===== src/rtl/seqdet_pkg.sv =====
// Shared definitions for the parametrised serial sequence detector:
// detector state enum, the length-field width helper and the reset defaults
// (which make the block a "1011" overlapping detector out of reset).
package seqdet_pkg;

   typedef enum logic [1:0] {
      FILL  = 2'd0,   // fewer than len valid bits seen since the last clear
      ARMED = 2'd1,   // enough history for a compare, last compare missed
      HIT   = 2'd2    // last accepted bit completed a match
   } state_t;

   // Width needed to hold a length value in the range 0..max_len.
   function automatic int len_w(input int max_len);
      return $clog2(max_len + 1);
   endfunction

   localparam int         DEF_MAX_LEN     = 8;
   localparam int         DEF_CNT_W       = 8;
   localparam logic [7:0] DEF_RST_PATTERN = 8'b0000_1011;
   localparam int         DEF_RST_LEN     = 4;
   localparam bit         DEF_RST_OVERLAP = 1'b1;

endpackage


===== src/rtl/seqdet_hist_shift.sv =====
// History shift register and fill counter for the sequence detector.
// Ports: clk/rst, shift (accept xin), clear (wipe history), fill_clr (restart
// fill on a non-overlapping match), xin; outputs the registered fill and the
// candidate next values hist_n/fill_n that the top compares against.
module seqdet_hist_shift
   import seqdet_pkg::*;
#(
   parameter int MAX_LEN = DEF_MAX_LEN,
   parameter int LEN_W   = len_w(MAX_LEN)
)(
   input  logic               clk,
   input  logic               rst,
   input  logic               shift,
   input  logic               clear,
   input  logic               fill_clr,
   input  logic               xin,
   output logic [MAX_LEN-1:0] hist_n,
   output logic [LEN_W-1:0]   fill_n,
   output logic [LEN_W-1:0]   fill
);

   logic [MAX_LEN-1:0] hist;

   // Newest bit enters at [0]; fill saturates once the register is full.
   assign hist_n = {hist[MAX_LEN-2:0], xin};
   assign fill_n = (fill == LEN_W'(MAX_LEN)) ? fill : fill + 1'b1;

   always_ff @(posedge clk or posedge rst) begin
      if (rst) begin
         hist <= '0;
         fill <= '0;
      end else if (clear) begin
         hist <= '0;
         fill <= '0;
      end else if (shift) begin
         // History keeps shifting even after a non-overlapping match; only
         // fill restarts, which is what blocks reuse of the matched bits.
         hist <= hist_n;
         fill <= fill_clr ? '0 : fill_n;
      end
   end

endmodule


===== src/rtl/seq_detector_param.sv =====
// Moore serial sequence detector with runtime-loadable pattern (1..MAX_LEN
// bits), overlap select and saturating match counter.
// Ports: clk, rst (async active-high), cfg_load/cfg_pattern/cfg_len/
// cfg_overlap (configuration, priority over data), xin_valid/xin (serial
// stream), zout (registered match), match_count, cfg_err (bad-load pulse).
// Build option SEQDET_COUNT_EN: when undefined the counter is removed and
// match_count is tied to zero.
module seq_detector_param
   import seqdet_pkg::*;
#(
   parameter int                 MAX_LEN     = DEF_MAX_LEN,
   parameter int                 CNT_W       = DEF_CNT_W,
   parameter logic [MAX_LEN-1:0] RST_PATTERN = MAX_LEN'(DEF_RST_PATTERN),
   parameter int                 RST_LEN     = DEF_RST_LEN,
   parameter bit                 RST_OVERLAP = DEF_RST_OVERLAP,
   parameter int                 LEN_W       = len_w(MAX_LEN)
)(
   input  logic               clk,
   input  logic               rst,
   input  logic               cfg_load,
   input  logic [MAX_LEN-1:0] cfg_pattern,
   input  logic [LEN_W-1:0]   cfg_len,
   input  logic               cfg_overlap,
   input  logic               xin_valid,
   input  logic               xin,
   output logic               zout,
   output logic [CNT_W-1:0]   match_count,
   output logic               cfg_err
);

   logic [MAX_LEN-1:0] pattern_q;
   logic [LEN_W-1:0]   len_q;
   logic               overlap_q;
   state_t             state_q;

   logic [MAX_LEN-1:0] hist_n;
   logic [LEN_W-1:0]   fill_n;
   logic [LEN_W-1:0]   fill;
   logic [MAX_LEN-1:0] len_mask;
   logic               accept;
   logic               cfg_ok;
   logic               match;

   // A bit arriving alongside a configuration load is dropped.
   assign accept = xin_valid & ~cfg_load;
   assign cfg_ok = (cfg_len != '0) && (cfg_len <= LEN_W'(MAX_LEN));

   // Pattern bits at or above len are don't-care.
   always_comb begin
      len_mask = '0;
      for (int i = 0; i < MAX_LEN; i++) begin
         len_mask[i] = (i < 32'(len_q));
      end
   end

   assign match = (fill_n >= len_q) && (((hist_n ^ pattern_q) & len_mask) == '0);

   seqdet_hist_shift #(
      .MAX_LEN (MAX_LEN),
      .LEN_W   (LEN_W)
   ) u_hist (
      .clk      (clk),
      .rst      (rst),
      .shift    (accept),
      .clear    (cfg_load),
      .fill_clr (match & ~overlap_q),
      .xin      (xin),
      .hist_n   (hist_n),
      .fill_n   (fill_n),
      .fill     (fill)
   );

   always_ff @(posedge clk or posedge rst) begin
      if (rst) begin
         pattern_q <= RST_PATTERN;
         len_q     <= LEN_W'(RST_LEN);
         overlap_q <= RST_OVERLAP;
         state_q   <= FILL;
         zout      <= 1'b0;
         cfg_err   <= 1'b0;
      end else if (cfg_load) begin
         // Any load restarts detection; only a legal one changes the config.
         state_q <= FILL;
         zout    <= 1'b0;
         cfg_err <= ~cfg_ok;
         if (cfg_ok) begin
            pattern_q <= cfg_pattern;
            len_q     <= cfg_len;
            overlap_q <= cfg_overlap;
         end
      end else begin
         cfg_err <= 1'b0;
         if (accept) begin
            if (match) begin
               state_q <= HIT;
               zout    <= 1'b1;
            end else begin
               state_q <= (fill_n >= len_q) ? ARMED : FILL;
               zout    <= 1'b0;
            end
         end else begin
            // Idle cycles end a HIT; FILL and ARMED simply hold.
            if (state_q == HIT) begin
               state_q <= (fill >= len_q) ? ARMED : FILL;
            end
            zout <= 1'b0;
         end
      end
   end

`ifdef SEQDET_COUNT_EN
   always_ff @(posedge clk or posedge rst) begin
      if (rst) begin
         match_count <= '0;
      end else if (cfg_load) begin
         if (cfg_ok) match_count <= '0;
      end else if (accept && match && (match_count != '1)) begin
         match_count <= match_count + 1'b1;
      end
   end
`else
   assign match_count = '0;
`endif

endmodule

===== config.mk =====
export PLATFORM = sky130hd
export DESIGN_NAME = seq_detector_param
export DESIGN_NICKNAME = d
export VERILOG_FILES = /design/src/rtl/seqdet_pkg.sv /design/src/rtl/seqdet_hist_shift.sv /design/src/rtl/seq_detector_param.sv
export SDC_FILE = /design/constraint.sdc
export NUM_CORES = 1
export LEC_CHECK = 0
export ABC_CLOCK_PERIOD_IN_PS = 2600
export CORE_ASPECT_RATIO = 1.75
export CORE_UTILIZATION = 51
export DETAILED_ROUTE_END_ITERATION = 12
export GPL_ROUTABILITY_DRIVEN = 0
export PLACE_DENSITY = 0.79
export SYNTH_ARGS = -nofsm -noshare
export SYNTH_HDL_FRONTEND = slang
export SYNTH_SLANG_ARGS = --single-unit

===== constraint.sdc =====
create_clock -name clk -period 2.6 [get_ports clk]
set_input_delay 0.52 -clock clk [delete_from_list [all_inputs] [get_ports clk]]
set_output_delay 0.52 -clock clk [all_outputs]
set_load 0.05 [all_outputs]

After elaboration in Yosys (flattened, before gate mapping)
Cells that the tools add are included.
{"block": "op_classes", "addsub": 1, "order_cmp": 10, "eq_ne": 1, "n_mux": 10, "bitwise_logic": 7, "reduce_logical": 6}
{"cell": "3-bit by 4-bit less-than comparator with 1-bit output (first input constant)", "n": 4}
{"cell": "4-bit 2-to-1 mux", "n": 4}
{"cell": "7-bit 2-to-1 mux", "n": 2}
{"cell": "8-bit AND", "n": 1}
{"cell": "8-bit zero test", "n": 1}
{"cell": "1-bit by 4-bit less-than comparator with 1-bit output (first input constant)", "n": 2}
{"cell": "2-bit by 4-bit less-than comparator with 1-bit output (first input constant)", "n": 2}
{"cell": "8-bit XOR", "n": 1}
{"cell": "4-bit by 1-bit adder with 4-bit output (second input constant)", "n": 1}
{"cell": "4-bit == test (second input constant)", "n": 1}
{"cell": "4-bit greater-or-equal comparator", "n": 1}
{"cell": "4-bit less-or-equal comparator (second input constant)", "n": 1}
{"cell": "1-bit 2-to-1 mux", "n": 4}
{"cell": "4-bit nonzero test", "n": 1}
{"cell": "1-bit inverter", "n": 3}
{"cell": "1-bit AND", "n": 2}
{"cell": "1-bit logical AND", "n": 2}
{"cell": "2-bit AND reduction", "n": 1}
{"cell": "2-bit nonzero test", "n": 1}
{"block": "totals", "regBits": 26, "inputBits": 18, "out_inout_bits": 10, "wordCells": 42}

Logic depth before layout (Yosys ltp)
Gate-level depths: netlist of run 1.
{"block": "depth", "ltp_word": 8, "ltp_mapped": 10}

Modules after synthesis
A second synthesis of run 1 with hierarchy kept.
{"block": "hier_totals", "cells_unflattened": 140, "hier_area_um2": 1557.7}
{"module": "seq_detector_param", "n_inst": 1, "cells_per_inst": 82, "area_each_um2": 982.2}
{"module": "seqdet_hist_shift", "n_inst": 1, "cells_per_inst": 58, "area_each_um2": 575.6}

Least setup slack after synthesis of run 1
Ideal clock, no wire load.
{"block": "synth_timing", "path_kind": "reg-to-reg", "start": "register u_hist.fill[0]", "end": "register u_hist.fill[0]", "setup_ns": 0.110, "t_arrival_ns": 1.927, "setup_slack_ns": 0.563, "stages_incl_launch_ff": 11, "path_buffers": 0, "synth_period_minus_slack_ns": 2.037, "path_cell_list": "dfrtp_1 > inv_1 > ha_1 > nand2_1 > nand3_1 > o21ai_0 > ha_1 > o21a_1 > o221ai_1 > a2111oi_4 > o41ai_1"}
{"block": "synth_via", "elab_chain_cells": 8, "elab_cells_between_ends": 9, "cone_classes": "1 x add/sub; 1 x order compare; 1 x eq/ne; 4 x mux; 1 x bitwise; 1 x reduce/logical"}
{"item": "from (decl)", "line_no": "seqdet_hist_shift.sv:19", "rtl": "output logic [LEN_W-1:0] fill"}
{"item": "from (signal assigned)", "line_no": "seqdet_hist_shift.sv:39", "rtl": "fill <= fill_clr ? '0 : fill_n;"}
{"item": "4-bit by 1-bit adder with 4-bit output or 4-bit == test (tied branches)", "line_no": "seqdet_hist_shift.sv:26", "rtl": "assign fill_n = (fill == LEN_W'(MAX_LEN)) ? fill : fill + 1'b1;"}
{"item": "4-bit 2-to-1 mux (*)", "line_no": "seqdet_hist_shift.sv:26"}
{"item": "4-bit greater-or-equal comparator"}
{"item": "1-bit logical AND", "line_no": "seq_detector_param.sv:56", "rtl": "assign match = (fill_n >= len_q) && (((hist_n ^ pattern_q) & len_mask) == '0);"}
{"item": "1-bit AND", "line_no": "seq_detector_param.sv:66", "rtl": ".fill_clr (match & ~overlap_q),"}
{"item": "4-bit 2-to-1 mux (*)", "line_no": "seqdet_hist_shift.sv:39"}
{"item": "4-bit 2-to-1 mux (*)", "line_no": "seqdet_hist_shift.sv:35", "rtl": "end else if (shift) begin"}
{"item": "4-bit 2-to-1 mux (*)", "line_no": "seqdet_hist_shift.sv:32", "rtl": "end else if (clear) begin"}
Every way passes the cells marked *; elsewhere a longest branch is shown, timed or not. The select of a mux whose other input is x is not followed.
A chain may end at the register's enable or synchronous reset.

Worst setup path in the final report of run 1
Same ends and word-level chain as after synthesis.

==> results of run 1 <==
## synthesized netlist by cell type
| cell | instances |
|---|---|
| sky130_fd_sc_hd__a2111oi_4 | 1 |
| sky130_fd_sc_hd__a21oi_1 | 4 |
| sky130_fd_sc_hd__a31oi_1 | 1 |
| sky130_fd_sc_hd__and2_1 | 1 |
| sky130_fd_sc_hd__and2_2 | 1 |
| sky130_fd_sc_hd__and3_1 | 1 |
| sky130_fd_sc_hd__buf_1 | 1 |
| sky130_fd_sc_hd__buf_2 | 1 |
| sky130_fd_sc_hd__buf_4 | 8 |
| sky130_fd_sc_hd__clkbuf_1 | 1 |
| sky130_fd_sc_hd__conb_1 | 1 |
| sky130_fd_sc_hd__dfrtp_1 | 21 |
| sky130_fd_sc_hd__dfstp_2 | 5 |
| sky130_fd_sc_hd__ha_1 | 6 |
| sky130_fd_sc_hd__inv_1 | 9 |
| sky130_fd_sc_hd__inv_2 | 1 |
| sky130_fd_sc_hd__mux2_2 | 12 |
| sky130_fd_sc_hd__mux2i_1 | 7 |
| sky130_fd_sc_hd__nand2_1 | 9 |
| sky130_fd_sc_hd__nand3_1 | 2 |
| sky130_fd_sc_hd__nand3b_1 | 1 |
| sky130_fd_sc_hd__nor2_1 | 10 |
| sky130_fd_sc_hd__nor2b_1 | 1 |
| sky130_fd_sc_hd__nor3_1 | 3 |
| sky130_fd_sc_hd__nor4_1 | 1 |
| sky130_fd_sc_hd__nor4_2 | 1 |
| sky130_fd_sc_hd__o21a_1 | 1 |
| sky130_fd_sc_hd__o21ai_0 | 5 |
| sky130_fd_sc_hd__o221ai_1 | 2 |
| sky130_fd_sc_hd__o221ai_2 | 1 |
| sky130_fd_sc_hd__o22ai_1 | 4 |
| sky130_fd_sc_hd__o2bb2ai_1 | 1 |
| sky130_fd_sc_hd__o41ai_1 | 2 |
| sky130_fd_sc_hd__xnor2_1 | 9 |
| sky130_fd_sc_hd__xor2_1 | 2 |
## worst max-delay path, cell delays in order, from the launching register on
cell                        delay, ns
sky130_fd_sc_hd__dfrtp_1         0.41
sky130_fd_sc_hd__inv_1           0.08
sky130_fd_sc_hd__ha_1            0.21
sky130_fd_sc_hd__nand2_1         0.07
sky130_fd_sc_hd__nand3_1         0.06
sky130_fd_sc_hd__o21ai_0         0.14
sky130_fd_sc_hd__ha_1            0.31
sky130_fd_sc_hd__o21a_1          0.18
sky130_fd_sc_hd__o221ai_1        0.26
sky130_fd_sc_hd__a2111oi_4       0.09
sky130_fd_sc_hd__o41ai_1         0.35
## placed cells by master, fill, tap and decap left out, types with 2 or more instances in the layout
cell type and count:
sky130_fd_sc_hd__clkbuf_8 4, sky130_fd_sc_hd__xnor2_1 9, sky130_fd_sc_hd__nand3_1 2, sky130_fd_sc_hd__conb_1 8
sky130_fd_sc_hd__dfstp_2 5, sky130_fd_sc_hd__clkdlybuf4s50_1 19, sky130_fd_sc_hd__o22ai_1 4, sky130_fd_sc_hd__xor2_1 2
sky130_fd_sc_hd__nor2_1 10, sky130_fd_sc_hd__o41ai_1 2, sky130_fd_sc_hd__buf_4 3, sky130_fd_sc_hd__a21oi_1 4
sky130_fd_sc_hd__dfrtp_1 21, sky130_fd_sc_hd__nor3_1 3, sky130_fd_sc_hd__mux2i_1 7, sky130_fd_sc_hd__mux2_2 12
sky130_fd_sc_hd__inv_1 9, sky130_fd_sc_hd__ha_1 6, sky130_fd_sc_hd__nand2_1 9, sky130_fd_sc_hd__o221ai_1 2
sky130_fd_sc_hd__o21ai_0 5
## through the flow
stage | area (um^2) | setup WS, ns | std cells | hold slack, ns | total power, mW
floorplan | 1490 | 0.563 | 144 | 0.500 | 0.756
global route | 1720 | 0.142 | 186 | 0.577 | 1.14
detailed placement | 1670 | 0.305 | 182 | 0.514 | 0.831
global placement | 1670 | 0.413 | 182 | 0.511 | 0.819
CTS | 1720 | 0.327 | 186 | 0.534 | 1.09
finish | 1720 | 0.334 | 186 | 0.530 | 1.08
## sequential cells by signal (all words and copies together), names as in the netlist
signal / count
u_hist.hist: 7
zout: 1
u_hist.fill: 4
overlap_q: 1
cfg_err: 1
len_q: 4
pattern_q: 8
## per-layer routing
layer | up-vias | share of wire
li1 | 501 | -
met1 | 514 | 0.38
met2 | 17 | 0.59
met3 | 4 | 0.019
met4 | 0 | 0.017
met5 | - | 0
## worst min-delay path by stage
stage                   endpoint  slack [ns]  cells past startpoint
floorplan           pattern_q[7]        0.50                      1
global placement    pattern_q[7]        0.51                      1
detailed placement  pattern_q[7]        0.51                      1
CTS                 pattern_q[7]        0.53                      1
global route        pattern_q[7]        0.58                      1
finish              pattern_q[7]        0.53                      1
## report_power, final
group | internal, mW | switching [mW]
combinational | 0.146 | 0.164
sequential | 0.463 | 0.0503
clock | 0.135 | 0.116
## cell type report
cell class / instances / area, um^2
fill: 244 / 1000
clock buffer: 4 / 55.1
timing repair buffer: 22 / 213
multi-input combinational: 97 / 726
inverter: 10 / 37.5
sequential: 26 / 657
tap: 27 / 33.8
## cell families (layout without fill, tap and decap cells)
family                   after synthesis  in the layout
buffers and inverters                 21             36
AND/OR/NAND/NOR                       31             31
adder cells (fa/ha/maj)                6              6
other                                  1              8
XOR/XNOR                              11             11
multiplexers                          19             19
flip-flops                            26             26
AO/OA/AOI/OAI                         22             22
==> flow_summary.html, run 1 <==
<table>
<tr><th>Metric</th><th>Value</th></tr>
<tr><th colspan="2">Drt</th></tr>
<tr><td>Routed length per instance</td><td>13.7 um</td></tr>
<tr><td>Number of nets with antenna violations after routing</td><td>0</td></tr>
<tr><td>Overall via count from detail_route</td><td>1036</td></tr>
<tr><td>Number of vias per cell</td><td>5.57</td></tr>
<tr><td>Remaining routing DRC violations</td><td>0</td></tr>
<tr><td>Detailed router's first-iteration violation count</td><td>16</td></tr>
<tr><td>Pre-Repair DR Iteration Count</td><td>4</td></tr>
<tr><td>Post-Route WL</td><td>2550 um</td></tr>
<tr><th colspan="2">Global routing</th></tr>
<tr><td>Met3 usage in global routing</td><td>0.0173</td></tr>
<tr><td>Most congested layer reported by global routing</td><td>met2</td></tr>
<tr><td>All-layer global routing usage</td><td>0.192</td></tr>
<tr><td>Largest net degree at the start of global routing</td><td>27</td></tr>
<tr><td>Met2 layer usage reported by global route</td><td>0.373</td></tr>
<tr><td>Grt ovf</td><td>0</td></tr>
<tr><td>First-pass GRT wire length</td><td>4580 um</td></tr>
<tr><td>Via count of the first global-routing pass</td><td>1099</td></tr>
<tr><td>Initial antenna violation count</td><td>0</td></tr>
<tr><td>Fraction of met1 tracks used by global routing</td><td>0.196</td></tr>
<tr><th colspan="2">Place</th></tr>
<tr><td>HPWL after detailed placement</td><td>2050 um</td></tr>
<tr><td>PortBufs</td><td>19</td></tr>
<tr><th colspan="2">Floorplanning</th></tr>
<tr><td>DIE WIDTH</td><td>42.5 um</td></tr>
<tr><td>Area of the die</td><td>0.00310 mm^2</td></tr>
<tr><td>Initial cell density of the core</td><td>0.539</td></tr>
<tr><td>Core region area</td><td>0.00272 mm^2</td></tr>
<tr><td>Die span in y</td><td>72.9 um</td></tr>
<tr><td>Number of standard-cell rows in the floorplan</td><td>25</td></tr>
<tr><td>Number of I/O pins</td><td>28</td></tr>
<tr><th colspan="2">Synth</th></tr>
<tr><td>Syn. warnings</td><td>0</td></tr>
<tr><td>Adder and majority gate portion of the synthesized area</td><td>0.0512</td></tr>
<tr><td>Area of the mapped netlist</td><td>0.00147 mm^2</td></tr>
<tr><td>Mux share of post-synthesis cell area</td><td>0.140</td></tr>
<tr><td>Post-synthesis cell type with the largest combined area</td><td>sky130_fd_sc_hd__dfrtp_1</td></tr>
<tr><td>Post-synthesis share of cell area spent on xor and xnor gates</td><td>0.0657</td></tr>
<tr><td>Distinct cell type count after synthesis</td><td>35</td></tr>
<tr><td>Main combinational cell family by area after synthesis</td><td>multiplexers</td></tr>
<tr><td>Avg Inst Size Synth</td><td>10.7 um^2</td></tr>
<tr><td>Fraction of the mapped netlist area in compound gates</td><td>0.116</td></tr>
<tr><td>Cell types occupying the most area after synthesis</td><td>sky130_fd_sc_hd__dfrtp_1 (36%), sky130_fd_sc_hd__mux2_2 (9.2%), sky130_fd_sc_hd__dfstp_2 (9.0%)</td></tr>
<tr><td>Fraction of post-synthesis cell area in the top cell type by area</td><td>0.358</td></tr>
<tr><td>Share of synthesized cell area in and, or, nand and nor gates</td><td>0.102</td></tr>
<tr><td>Flops &amp; latches, synth</td><td>26</td></tr>
<tr><td>Cell count after synthesis</td><td>137</td></tr>
<tr><td>Part of the Yosys area used for sequential elements</td><td>0.448</td></tr>
<tr><th colspan="2">Setup path</th></tr>
<tr><td>Signal arrival time at the worst endpoint</td><td>2.42 ns</td></tr>
<tr><td>Startpoint of the most critical setup path</td><td>u_hist.fill[0]</td></tr>
<tr><td>Setup Crit Path Kind</td><td>flip-flop to flip-flop</td></tr>
<tr><td>Crit Path Max Fanout</td><td>5</td></tr>
<tr><td>Worst setup SP type</td><td>flip-flop</td></tr>
<tr><td>Register-to-Register Path Depth</td><td>10</td></tr>
<tr><td>WP data required</td><td>2.76 ns</td></tr>
<tr><td>Startpoint of the most critical register-to-register path</td><td>u_hist.fill[0]</td></tr>
<tr><td>End of the worst register-to-register path</td><td>u_hist.fill[0]</td></tr>
<tr><td>CP Capture Point</td><td>u_hist.fill[0]</td></tr>
<tr><td>Crit. End Element</td><td>flip-flop</td></tr>
<tr><td>Reg2Reg Setup Slack</td><td>0.33 ns</td></tr>
<tr><th colspan="2">Hold path</th></tr>
<tr><td>Min-Delay Path Class</td><td>flip-flop to flip-flop</td></tr>
<tr><td>Hold wc startpoint</td><td>pattern_q[7]</td></tr>
<tr><th colspan="2">Timing</th></tr>
<tr><td>Total count of max-transition violations in the final report</td><td>0</td></tr>
<tr><td>Final setup TNS</td><td>0 ns</td></tr>
<tr><td>Count of final setup violators</td><td>0</td></tr>
<tr><td>Setup clock skew after layout</td><td>0.00193 ns</td></tr>
<tr><td>Post-route fraction of the period consumed by the critical path</td><td>0.872</td></tr>
<tr><td>Max-slew headroom</td><td>0.656</td></tr>
<tr><td>Pin slew with the least headroom to its limit</td><td>0.515 ns</td></tr>
<tr><td>Peak Freq</td><td>441 MHz</td></tr>
<tr><td>Endpoints failing hold</td><td>0</td></tr>
<tr><td>Shortest clock period the worst path allows after layout</td><td>2.27 ns</td></tr>
<tr><td>Unrepaired setup endpoints after global routing</td><td>false</td></tr>
<tr><th colspan="2">Clock network</th></tr>
<tr><td>Number of buffers created by CTS</td><td>3</td></tr>
<tr><td>Buffer cell driving the clock tree root</td><td>sky130_fd_sc_hd__clkbuf_8</td></tr>
<tr><td>Quantity of gates resized following cts</td><td>0</td></tr>
<tr><td>Setup bufs post-CTS</td><td>0</td></tr>
<tr><td>Clock transition at the registers of the reported paths</td><td>0.08 ns</td></tr>
<tr><td>Clock Latency Late Sink</td><td>0.27 ns</td></tr>
<tr><td>Longest Clk Path Bufs</td><td>2</td></tr>
<tr><td>H-tree depth</td><td>1</td></tr>
<tr><td>CTS tree</td><td>yes</td></tr>
<tr><td>Clock sink total</td><td>26</td></tr>
<tr><td>Hold-fix buffer count after cts</td><td>0</td></tr>
<tr><th colspan="2">Finish</th></tr>
<tr><td>Utilization after layout</td><td>0.633</td></tr>
<tr><td>Area Overhead vs Synth</td><td>17.4%</td></tr>
<tr><td>Number of nets at the end of the flow</td><td>184</td></tr>
<tr><td>Fraction of final layout cells sized beyond drive strength 1</td><td>0.182</td></tr>
<tr><td>Inserted Diodes</td><td>0</td></tr>
<tr><th colspan="2">Pwr</th></tr>
<tr><td>Power per cell area</td><td>625 mW/mm^2</td></tr>
<tr><td>Peak VDD IR</td><td>0.000409 V</td></tr>
<tr><td>Total leakage power</td><td>0.748 nW</td></tr>
<tr><th colspan="2">Job</th></tr>
<tr><td>Count of maximum capacitance violations</td><td>0</td></tr>
<tr><th colspan="2">Outcome</th></tr>
<tr><td>Run status</td><td>completed</td></tr>
</table>
Note: power is estimated with default switching activity, not from simulation.
==> run 2, diff against run 1 <==
- CAP_MARGIN: default -> 10
==> results of run 2 <==
The final DEF is identical to that of run 1; final timing and power are the same.
==> run 3, diff against run 2 <==
- ABC_CLOCK_PERIOD_IN_PS: 2600 -> 2900
- CORE_UTILIZATION: 51 -> 55
- GPL_ROUTABILITY_DRIVEN: 0 -> default
- PLACE_DENSITY: 0.79 -> 0.84
- TNS_END_PERCENT: default -> 50
- clock period: 2.6 -> 2.9 ns (I/O delays scaled with it)
==> flow_summary.html, run 3 (synthesized netlist as in run 1, its figures left out) <==
<table>
<tr><th>Metric</th><th>Value</th></tr>
<tr><th colspan="2">Floorplanning</th></tr>
<tr><td>Core region area</td><td>0.00252 mm^2 (was 0.00272 mm^2)</td></tr>
<tr><td>Number of I/O pins</td><td>28 (unchanged)</td></tr>
<tr><td>Die span in y</td><td>70.3 um (was 72.9 um)</td></tr>
<tr><td>DIE WIDTH</td><td>41.0 um (was 42.5 um)</td></tr>
<tr><td>Area of the die</td><td>0.00288 mm^2 (was 0.00310 mm^2)</td></tr>
<tr><td>Number of standard-cell rows in the floorplan</td><td>24 (was 25)</td></tr>
<tr><td>Initial cell density of the core</td><td>0.581 (was 0.539)</td></tr>
<tr><th colspan="2">Finish</th></tr>
<tr><td>Registers with the highest flip-flop counts</td><td>pattern_q x8, u_hist.hist x7 (unchanged)</td></tr>
<tr><td>Top register by number of flip-flops</td><td>pattern_q (unchanged)</td></tr>
<tr><td>Inserted Diodes</td><td>0 (unchanged)</td></tr>
<tr><td>Number of flip-flops under the largest register name</td><td>8 (unchanged)</td></tr>
<tr><td>Number of nets at the end of the flow</td><td>183 (was 184)</td></tr>
<tr><td>Number of non-filler instances in the completed layout</td><td>184 (was 186)</td></tr>
<tr><td>Most common library cell in the layout ignoring fill and taps</td><td>sky130_fd_sc_hd__dfrtp_1 (unchanged)</td></tr>
<tr><td>Fraction of final layout cells sized beyond drive strength 1</td><td>0.171 (was 0.182)</td></tr>
<tr><td>Area Overhead vs Synth</td><td>16.1% (was 17.4%)</td></tr>
<tr><td>Commonest cells after routing, fill and taps aside</td><td>sky130_fd_sc_hd__dfrtp_1 (21), sky130_fd_sc_hd__clkdlybuf4s50_1 (19), sky130_fd_sc_hd__mux2_2 (12), sky130_fd_sc_hd__nor2_1 (10) (unchanged)</td></tr>
<tr><th colspan="2">Timing</th></tr>
<tr><td>Peak Freq</td><td>441 MHz (about the same)</td></tr>
<tr><td>Endpoints failing hold</td><td>0 (unchanged)</td></tr>
<tr><td>Pin slew with the least headroom to its limit</td><td>0.622 ns (was 0.515 ns)</td></tr>
<tr><td>Final setup TNS</td><td>0 ns (unchanged)</td></tr>
<tr><td>Count of final setup violators</td><td>0 (unchanged)</td></tr>
<tr><td>Post-route fraction of the period consumed by the critical path</td><td>0.782 (was 0.872)</td></tr>
<tr><td>Shortest clock period the worst path allows after layout</td><td>2.27 ns (about the same)</td></tr>
<tr><td>Max-slew headroom</td><td>0.584 (was 0.656)</td></tr>
<tr><td>Total count of max-transition violations in the final report</td><td>0 (unchanged)</td></tr>
<tr><td>Setup clock skew after layout</td><td>0.00571 ns (was 0.00193 ns)</td></tr>
<tr><td>Unrepaired setup endpoints after global routing</td><td>false (unchanged)</td></tr>
<tr><th colspan="2">Pwr</th></tr>
<tr><td>Power after layout</td><td>943 uW (was 1.08 mW)</td></tr>
<tr><td>Switching Share</td><td>0.318 (was 0.307)</td></tr>
<tr><td>Fraction of power consumed by combinational cells</td><td>0.296 (was 0.288)</td></tr>
<tr><td>Peak VDD IR</td><td>0.000456 V (was 0.000409 V)</td></tr>
<tr><td>Switching power total</td><td>300 uW (was 330 uW)</td></tr>
<tr><td>Internal power</td><td>643 uW (was 745 uW)</td></tr>
<tr><td>Part of the power in registers</td><td>0.490 (was 0.478)</td></tr>
<tr><td>Total leakage power</td><td>0.737 nW (was 0.748 nW)</td></tr>
<tr><td>Clock share of power</td><td>0.214 (was 0.234)</td></tr>
<tr><td>Power per cell area</td><td>554 mW/mm^2 (was 625 mW/mm^2)</td></tr>
<tr><th colspan="2">Setup path</th></tr>
<tr><td>WP data required</td><td>3.06 ns (was 2.76 ns)</td></tr>
<tr><td>Crit Path Max Fanout</td><td>5 (unchanged)</td></tr>
<tr><td>Top cell by count, worst path</td><td>sky130_fd_sc_hd__ha_1 (unchanged)</td></tr>
<tr><td>Setup Crit Path Kind</td><td>flip-flop to flip-flop (unchanged)</td></tr>
<tr><td>Crit path max-delay cell type</td><td>sky130_fd_sc_hd__dfrtp_1 (unchanged)</td></tr>
<tr><td>Slowest Stage Delay on Critical Path</td><td>0.42 ns (was 0.41 ns)</td></tr>
<tr><td>Worst setup SP type</td><td>flip-flop (unchanged)</td></tr>
<tr><td>Series of cell instances along the critical path</td><td>inv_1 -&gt; ha_1 -&gt; nand2_1 -&gt; nand3_1 -&gt; o21ai_0 -&gt; ha_1 -&gt; o21a_1 -&gt; o221ai_1 -&gt; a2111oi_4 -&gt; o41ai_1 (unchanged)</td></tr>
<tr><td>Crit. End Element</td><td>flip-flop (unchanged)</td></tr>
<tr><td>Signal arrival time at the worst endpoint</td><td>2.43 ns (was 2.42 ns)</td></tr>
<tr><th colspan="2">Global routing</th></tr>
<tr><td>Via count of the first global-routing pass</td><td>1106 (was 1099)</td></tr>
<tr><td>Grt ovf</td><td>0 (unchanged)</td></tr>
<tr><td>First-pass GRT wire length</td><td>4770 um (was 4580 um)</td></tr>
<tr><td>All-layer global routing usage</td><td>0.234 (was 0.192)</td></tr>
<tr><td>Initial antenna violation count</td><td>0 (unchanged)</td></tr>
<tr><td>Largest net degree at the start of global routing</td><td>27 (unchanged)</td></tr>
<tr><th colspan="2">Clock network</th></tr>
<tr><td>Hold-fix buffer count after cts</td><td>0 (unchanged)</td></tr>
<tr><td>Clock transition at the registers of the reported paths</td><td>0.09 ns (was 0.08 ns)</td></tr>
<tr><td>Clock sink total</td><td>26 (unchanged)</td></tr>
<tr><td>Setup bufs post-CTS</td><td>0 (unchanged)</td></tr>
<tr><td>Number of buffers created by CTS</td><td>3 (unchanged)</td></tr>
<tr><td>Quantity of gates resized following cts</td><td>0 (unchanged)</td></tr>
<tr><td>Clock Latency Late Sink</td><td>0.26 ns (was 0.27 ns)</td></tr>
<tr><td>Longest Clk Path Bufs</td><td>2 (unchanged)</td></tr>
<tr><td>CTS tree</td><td>yes (unchanged)</td></tr>
<tr><td>H-tree depth</td><td>1 (unchanged)</td></tr>
<tr><td>Buffer cell driving the clock tree root</td><td>sky130_fd_sc_hd__clkbuf_8 (unchanged)</td></tr>
<tr><th colspan="2">Drt</th></tr>
<tr><td>Overall via count from detail_route</td><td>1021 (was 1036)</td></tr>
<tr><td>Pre-Repair DR Iteration Count</td><td>4 (unchanged)</td></tr>
<tr><td>Number of nets with antenna violations after routing</td><td>0 (unchanged)</td></tr>
<tr><td>Detailed router's first-iteration violation count</td><td>41 (was 16)</td></tr>
<tr><td>Number of vias per cell</td><td>5.55 (was 5.57)</td></tr>
<tr><td>Routed length per instance</td><td>14.5 um (was 13.7 um)</td></tr>
<tr><td>Post-Route WL</td><td>2670 um (was 2550 um)</td></tr>
<tr><td>Remaining routing DRC violations</td><td>0 (unchanged)</td></tr>
<tr><th colspan="2">Place</th></tr>
<tr><td>Number of placed instances, taps included</td><td>180 (was 182)</td></tr>
<tr><td>PortBufs</td><td>19 (unchanged)</td></tr>
<tr><td>HPWL after detailed placement</td><td>2050 um (about the same)</td></tr>
<tr><td>Final Wtd Congestion</td><td>0.845</td></tr>
<tr><th colspan="2">Hold path</th></tr>
<tr><td>Min-Delay Path Class</td><td>flip-flop to flip-flop (unchanged)</td></tr>
<tr><th colspan="2">Outcome</th></tr>
<tr><td>Run status</td><td>completed (unchanged)</td></tr>
<tr><th colspan="2">Job</th></tr>
<tr><td>Count of maximum capacitance violations</td><td>0 (unchanged)</td></tr>
</table>
==> run 3: cell types whose count changed in the layout (fill, tap and decap cells not counted) <==
| cell | previous run | this run |
|---|---|---|
| sky130_fd_sc_hd__buf_4 | 3 | 2 |
| sky130_fd_sc_hd__clkbuf_1 | 0 | 1 |
| sky130_fd_sc_hd__clkbuf_8 | 4 | 3 |
==> run 3: layout make-up <==
cell class              instances  area [um^2]
fillers                       207          820
multi-input cells              97          726
flip-flops and latches         26          657
repair buffers                 21          205
clock buffers                   4         45.0
inverters                      10         37.5
well taps                      26         32.5
==> run 3: path summary, 6_finish.rpt <==
check	from	to	slack (ns)	cells past startpoint
worst max-delay path	u_hist.fill[0]	u_hist.fill[0]	0.63	10
worst min-delay path	pattern_q[5]	pattern_q[5]	0.53	1
worst max register to register	u_hist.fill[0]	u_hist.fill[0]	0.63	10
worst min register to register	pattern_q[5]	pattern_q[5]	0.53	1
max in group asynchronous	rst	pattern_q[0]	1.91	3
min in group asynchronous	rst	pattern_q[6]	0.68	3
==> run 3: worst max-delay path: cells and delay by family (launching register included) <==
family	cells	cell delay, ns
AOI/OAI and AO/OA	5	1.01
adders and majority gates	2	0.52
buffers and inverters	1	0.08
DFF	1	0.42
and+or+nand+nor	2	0.15
==> run 3: stage by stage <==
step | worst slack (ns) | instance area (um^2) | hold slack (ns) | utilization
after CTS | 0.622 | 1700 | 0.538 | 0.675
after global routing | 0.371 | 1700 | 0.570 | 0.675
final | 0.632 | 1700 | 0.534 | 0.675
after floorplan | 0.863 | 1490 | 0.500 | -
after detailed placement | 0.565 | 1660 | 0.517 | 0.657
after global placement | 0.649 | 1660 | 0.511 | 0.657
==> run 3: power groups by stage <==
stage | Sequential, mW | Clock [mW] | Combinational, mW
3_5_place_dp | 0.469 | 0 | 0.278
5_1_grt | 0.471 | 0.222 | 0.313
4_1_cts | 0.462 | 0.210 | 0.280
6_report | 0.462 | 0.201 | 0.279
2_1_floorplan | 0.460 | 0 | 0.217
3_3_place_gp | 0.466 | 0 | 0.267
==> run 3: routing by layer <==
| metal | vias to the layer above | routed length, um | track usage |
|---|---|---|---|
| li1 | 503 | - | - |
| met3 | 4 | 37 | 0.0286 |
| met2 | 12 | 1560 | 0.391 |
| met4 | 0 | 37 | 0.0926 |
| met5 | - | 0 | 0 |
| met1 | 502 | 1030 | 0.282 |
==> RTL change 1: new RTL, flow settings as in run 3 <==
Register the input `cfg_len` before use. The logic sees it one clock later. The other inputs are not delayed to match.
--- a/src/rtl/seq_detector_param.sv
+++ b/src/rtl/seq_detector_param.sv
@@ -30,2 +30,8 @@
 
+   logic [LEN_W-1:0] cfg_len_q;
+
+   always_ff @(posedge clk) begin
+      cfg_len_q <= cfg_len;
+   end
+
    logic [MAX_LEN-1:0] pattern_q;
@@ -45,3 +51,3 @@
    assign accept = xin_valid & ~cfg_load;
-   assign cfg_ok = (cfg_len != '0) && (cfg_len <= LEN_W'(MAX_LEN));
+   assign cfg_ok = (cfg_len_q != '0) && (cfg_len_q <= LEN_W'(MAX_LEN));
 
@@ -87,3 +93,3 @@
             pattern_q <= cfg_pattern;
-            len_q     <= cfg_len;
+            len_q     <= cfg_len_q;
             overlap_q <= cfg_overlap;
Function: changed (Yosys sat finds a counterexample within 4 cycles, from zero or initial values and one cycle with rst high).
==> RTL change 1 against run 3 <==
- routed wire length grew 8.7%
- hold slack got worse by 0.044 ns
- critical path depth did not move
- total power grew 24%
- area after synthesis up 7.0%
- worst setup slack worse by 0.38 ns
- via count rose by 3.1%
- core utilization is 1.4 points higher
- sequential cell count grew 4
- final area grew 8.8%
==> RTL change 1: results (changes against run 3) <==
* Status: finished clean (unchanged)
* Switching part of the total power at 28.3% (was 31.8%)
* Worst reg2reg startpoint: u_hist.fill[0] (unchanged)
* Ys flop type: dfrtp_1 (unchanged)
* CTS resizes at 0 (unchanged)
* H-Tree Level Count at 2 (was 1)
* Drt first-iter violations at 29 (was 41)
* Part of the power in the clock network at 32.6% (was 21.4%)
* Lkg Pwr at 0.000818 uW (was 0.000737 uW)
* Clk_lat worst skew at 0.28 ns (was 0.26 ns)
* Share of layout cells above drive strength 1 at 19.5% (was 17.1%)
* Largest registers: pattern_q x8, u_hist.hist x7 (unchanged)
* Crit Reg-Reg Endpoint: u_hist.fill[1] (was u_hist.fill[0])
* GRT Total Usage at 22.3% (was 23.4%)
* Final hold slack at 0.490 ns (was 0.534 ns)
* Least-Margin Pin Slew at 0.609 ns (was 0.622 ns)
* Num CTS Buffers at 5 (was 3)
* CP delay by family, top: compound AO/OA/AOI/OAI gates (unchanged)
* First-pass GRT wire length at 4930 um (was 4770 um)
* Drt first pass iters at 4 (unchanged)
* Postcts setup bufs at 0 (unchanged)
* Nets@finish at 187 (was 183)
* Vias in the first global route at 1,110 (was 1,106)
* Worst hold stages at 1 (unchanged)
* Largest net degree at the start of global routing at 27 (unchanged)
* Synth cell types at 36 (was 35)
* Post-CTS Hold Buffers at 0 (unchanged)
* Delay of the slowest critical-path stage at 0.43 ns
* Place WS at 0.288 ns (was 0.565 ns)
* Period minus WS final at 2.65 ns (was 2.27 ns)
* Seq/Total Area, Yosys at 47.0% (was 44.8%)
* Via density at 5.51 (was 5.55)
* Synth top cells by count: dfrtp_1 (21), mux2_2 (12), buf_4 (9), inv_1 (9), nor2_1 (9) (was dfrtp_1 (21), mux2_2 (12), nor2_1 (10))
* DP Wirelength at 2200 um (was 2050 um)
* Syn. warnings at 0 (unchanged)
* Avg WL per Cell at 15.2 um (was 14.5 um)
* Synth top area cells: dfrtp_1 (33%), mux2_2 (8.6%), dfstp_2 (8.4%), dfxtp_1 (5.1%), mux2i_1 (5.1%) (was dfrtp_1 (36%), mux2_2 (9.2%), dfstp_2 (9.0%), xnor2_1 (5.4%), ha_1 (5.1%))
* Worst hold path class: reg2reg (unchanged)
* Hold EP: len_q[2] (was pattern_q[5])
* Initial antenna violation count at 0 (unchanged)
* Arr. time, crit path at 2.82 ns (was 2.43 ns)
* Port Buffers at 19 (unchanged)
* Antenna Cells at 0 (unchanged)
* Placer congestion estimate at 0.823 (was 0.845)
* Worst Skew at 0.00345 ns (was 0.00571 ns)
* Peak supply drop at 0.000453 V (was 0.000456 V)
* Root Buffer: clkbuf_8 (unchanged)
* R2r setup slk at 0.25 ns (was 0.63 ns)
* Clock-pin transition on the worst setup and hold timing paths at 0.06 ns (was 0.09 ns)
* Hold_sp: cfg_len_q[2] (was pattern_q[5])
* R2R cell count at 10 (unchanged)
* Crit path max fanout at 5 (unchanged)
* Slowest CP cell: dfrtp_1 (unchanged)
* CTS max path bufs at 2 (unchanged)
* Post-synth ARST share at 86.7% (was 100%)
[RTL change 1: final cells by class]
cell class              instances  area (sq um)
repair buffers                 21           205
flip-flops and latches         30           737
inverters                       9          33.8
clock buffers                   8           110
fillers                       207           837
well taps                      27          33.8
multi-input cells              96           733
[RTL change 1: how the worst max path moves through the flow]
| stage | cells past startpoint | end | from |
|---|---|---|---|
| 2_1_floorplan | 10 | u_hist.fill[0] | u_hist.fill[0] |
| 6_report | 10 | u_hist.fill[1] | u_hist.fill[0] |
| 5_1_grt | 10 | u_hist.fill[0] | u_hist.fill[0] |
| 3_5_place_dp | 10 | u_hist.fill[1] | u_hist.fill[0] |
| 4_1_cts | 10 | u_hist.fill[1] | u_hist.fill[0] |
| 3_3_place_gp | 10 | u_hist.fill[0] | u_hist.fill[0] |
[RTL change 1: power groups by stage]
stage	clock, uW	combinational [uW]	sequential [uW]
6_report	383	272	518
5_1_grt	413	292	526
4_1_cts	393	273	518
3_5_place_dp	0	270	525
3_3_place_gp	0	249	522
2_1_floorplan	0	206	518
[RTL change 1: per-layer routing]
layer	wire [um]	share of wire, %	vias to the layer above	track usage [%]
met5	0	0	-	0
met2	1680	58	21	40.7
met1	1000	35	509	21.5
li1	-	-	512	-
met3	77	2.7	11	4.95
met4	136	4.7	0	15.3
[RTL change 1: through the flow]
stage | util [%] | cells | cell area (sq um)
after CTS | 68.9 | 191 | 1850
after global placement | 64.8 | 183 | 1740
final | 68.9 | 191 | 1850
after global routing | 68.9 | 191 | 1850
after floorplan | - | 148 | 1600
after detailed placement | 64.8 | 183 | 1740
[RTL change 1: cell families after synthesis]
kind of cell	Yosys count	synth area share, %
AOI/OAI and AO/OA	21	9.25
xor gates and xnor gates	11	6.14
adders and majority gates	6	4.78
buffers and inverters	22	7.97
DFF	30	47.0
muxes	20	13.7
other	1	0.239
and+or+nand+nor	30	10.9
[RTL change 1: worst register-to-register path: cells and delay by family (launching register included)]
family / cells / cell delay (ns)
compound gates: 3 / 0.83
buf+inv: 1 / 0.08
fa+ha+maj: 2 / 0.45
xor+xnor: 1 / 0.28
simple gates: 3 / 0.47
flops: 1 / 0.43
==> RTL change 2: new RTL, settings of run 3 <==
Made on the original files. The option `SEQDET_COUNT_EN` is turned on by a define.
--- a/src/rtl/seq_detector_param.sv
+++ b/src/rtl/seq_detector_param.sv
@@ -7,2 +7,4 @@
 // match_count is tied to zero.
+`define SEQDET_COUNT_EN
+
 module seq_detector_param
Function: changed (a bounded check fails within 4 cycles, from zero or initial values and one cycle with rst high).
==> RTL change 2 against run 3 <==
- total power rose by 21%
- sequential cell count rose by 8
- routed wire length rose by 49%
- final area rose by 32%
- area after synthesis rose by 25%
- hold slack got worse by 0.00093 ns
- worst setup slack got worse by 0.42 ns
- critical path type unchanged
==> RTL change 2: results (changes against run 3) <==
* Status: finished clean (unchanged)
* Seq/Total Area, Yosys at 46.9% (was 44.8%)
* First-pass GRT wire length at 6420 um (was 4770 um)
* CTS max path bufs at 2 (unchanged)
* Peak supply drop at 0.000439 V (was 0.000456 V)
* Met3 usage at 5.98% (was 2.86%)
* Synth top area cells: dfrtp_1 (40%), mux2_2 (7.4%), dfstp_2 (7.2%), ha_1 (4.8%), mux2i_1 (3.8%) (was dfrtp_1 (36%), mux2_2 (9.2%), dfstp_2 (9.0%), xnor2_1 (5.4%), ha_1 (5.1%))
* Arr. time, crit path at 2.87 ns (was 2.43 ns)
* Synth cell types at 40 (was 35)
* Avg WL per Cell at 15.8 um (was 14.5 um)
* Placer congestion estimate at 0.763 (was 0.845)
* Clk_lat worst skew at 0.28 ns (was 0.26 ns)
* Met1 Use GR at 22.7% (was 28.2%)
* Port Buffers at 27 (was 19)
* Vias in the first global route at 1,578 (was 1,106)
* Nets@finish at 233 (was 183)
* Lkg Pwr at 0.000950 uW (was 0.000737 uW)
* Worst Skew at 0.00366 ns (was 0.00571 ns)
* Place WS at 0.00600 ns (was 0.565 ns)
* GR Util met2 at 45.6% (was 39.1%)
* Num CTS Buffers at 5 (was 3)
* Clock-pin transition on the worst setup and hold timing paths at 0.06 ns (was 0.09 ns)
* Slew margin rel. at 57.9% (was 58.4%)
* Largest net degree at the start of global routing at 35 (was 27)
* Largest registers: match_count x8, pattern_q x8, u_hist.hist x7 (was pattern_q x8, u_hist.hist x7)
* Vias at 1,507 (was 1,021)
* Crit path max fanout at 7 (was 5)
* DP Wirelength at 2980 um (was 2050 um)
* H-Tree Level Count at 2 (was 1)
* Drt first-iter violations at 39 (was 41)
* Share of layout cells above drive strength 1 at 15.8% (was 17.1%)
* Syn. warnings at 0 (unchanged)
* GRT Total Usage at 24.6% (was 23.4%)
* Synth top cells by count: dfrtp_1 (29), nor2_1 (15), mux2_2 (12), nand2_1 (11), nand3_1 (10) (was dfrtp_1 (21), mux2_2 (12), nor2_1 (10))
* Post-synth ARST share at 100% (unchanged)
-- RTL change 2: logic make-up (layout without fill, tap and decap cells) --
family,after synthesis,after routing,share of synthesized area [%]
simple gates,55,55,16.4
xor+xnor,11,11,5.27
mux,19,19,11.2
compound gates,34,34,12.0
buf+inv,15,49,3.49
flops,34,34,46.9
fa+ha+maj,7,7,4.79
-- RTL change 2: worst max-delay path, cell delays in order (launching register included) --
cell	delay, ns
dfrtp_1	0.42
inv_1	0.10
ha_1	0.14
nand2_1	0.06
nor2_1	0.13
xnor2_1	0.15
ha_1	0.26
nand2b_1	0.15
a2111oi_0	0.43
buf_4	0.19
nor3b_4	0.06
a31oi_4	0.25
o21ai_0	0.14
o31ai_1	0.09
-- RTL change 2: through the flow --
step                area (sq um)  instances  util, %
floorplan                   1830        175        -
finish                      2260        252     71.8
global route                2260        252     71.8
CTS                         2250        252     71.5
detailed placement          2160        244     68.8
global placement            2160        244     68.8
-- RTL change 2: metal layers --
| layer | part of all wire (%) | up-vias |
|---|---|---|
| met4 | 2.6 | 0 |
| met1 | 35 | 748 |
| met3 | 3.7 | 16 |
| met2 | 59 | 53 |
| met5 | 0 | - |
| li1 | - | 690 |
-- RTL change 2: cell type report --
cell class,instances,area (sq um)
Clock buffer,8,80.1
Fill cell,234,886
Inverter,9,33.8
Multi-Input combinational cell,126,923
Sequential cell,34,857
Tap cell,43,53.8
Timing Repair Buffer,32,308
-- RTL change 2: power by group --
part	switching, uW	internal, uW	total, uW
Sequential	41.1	524	565
Combinational	124	127	251
Clock	154	170	324
-- RTL change 2: timing repair --
action                     CTS  global route
setup endpoints to repair    2             5
resized for setup            1             1
buffers inserted             0             0
hold buffers                 0             0
pin swaps                    0             0
-- RTL change 2: path summary, 6_finish.rpt --
kind	start	endpoint	slack, ns	cells past startpoint
max	u_hist.fill[0]	match_count[6]	0.21	13
min	pattern_q[5]	pattern_q[5]	0.53	1
max reg2reg	u_hist.fill[0]	match_count[6]	0.21	13
min reg2reg	pattern_q[5]	pattern_q[5]	0.53	1
max in group asynchronous	rst	pattern_q[3]	1.86	3
min in group asynchronous	rst	match_count[1]	0.70	3
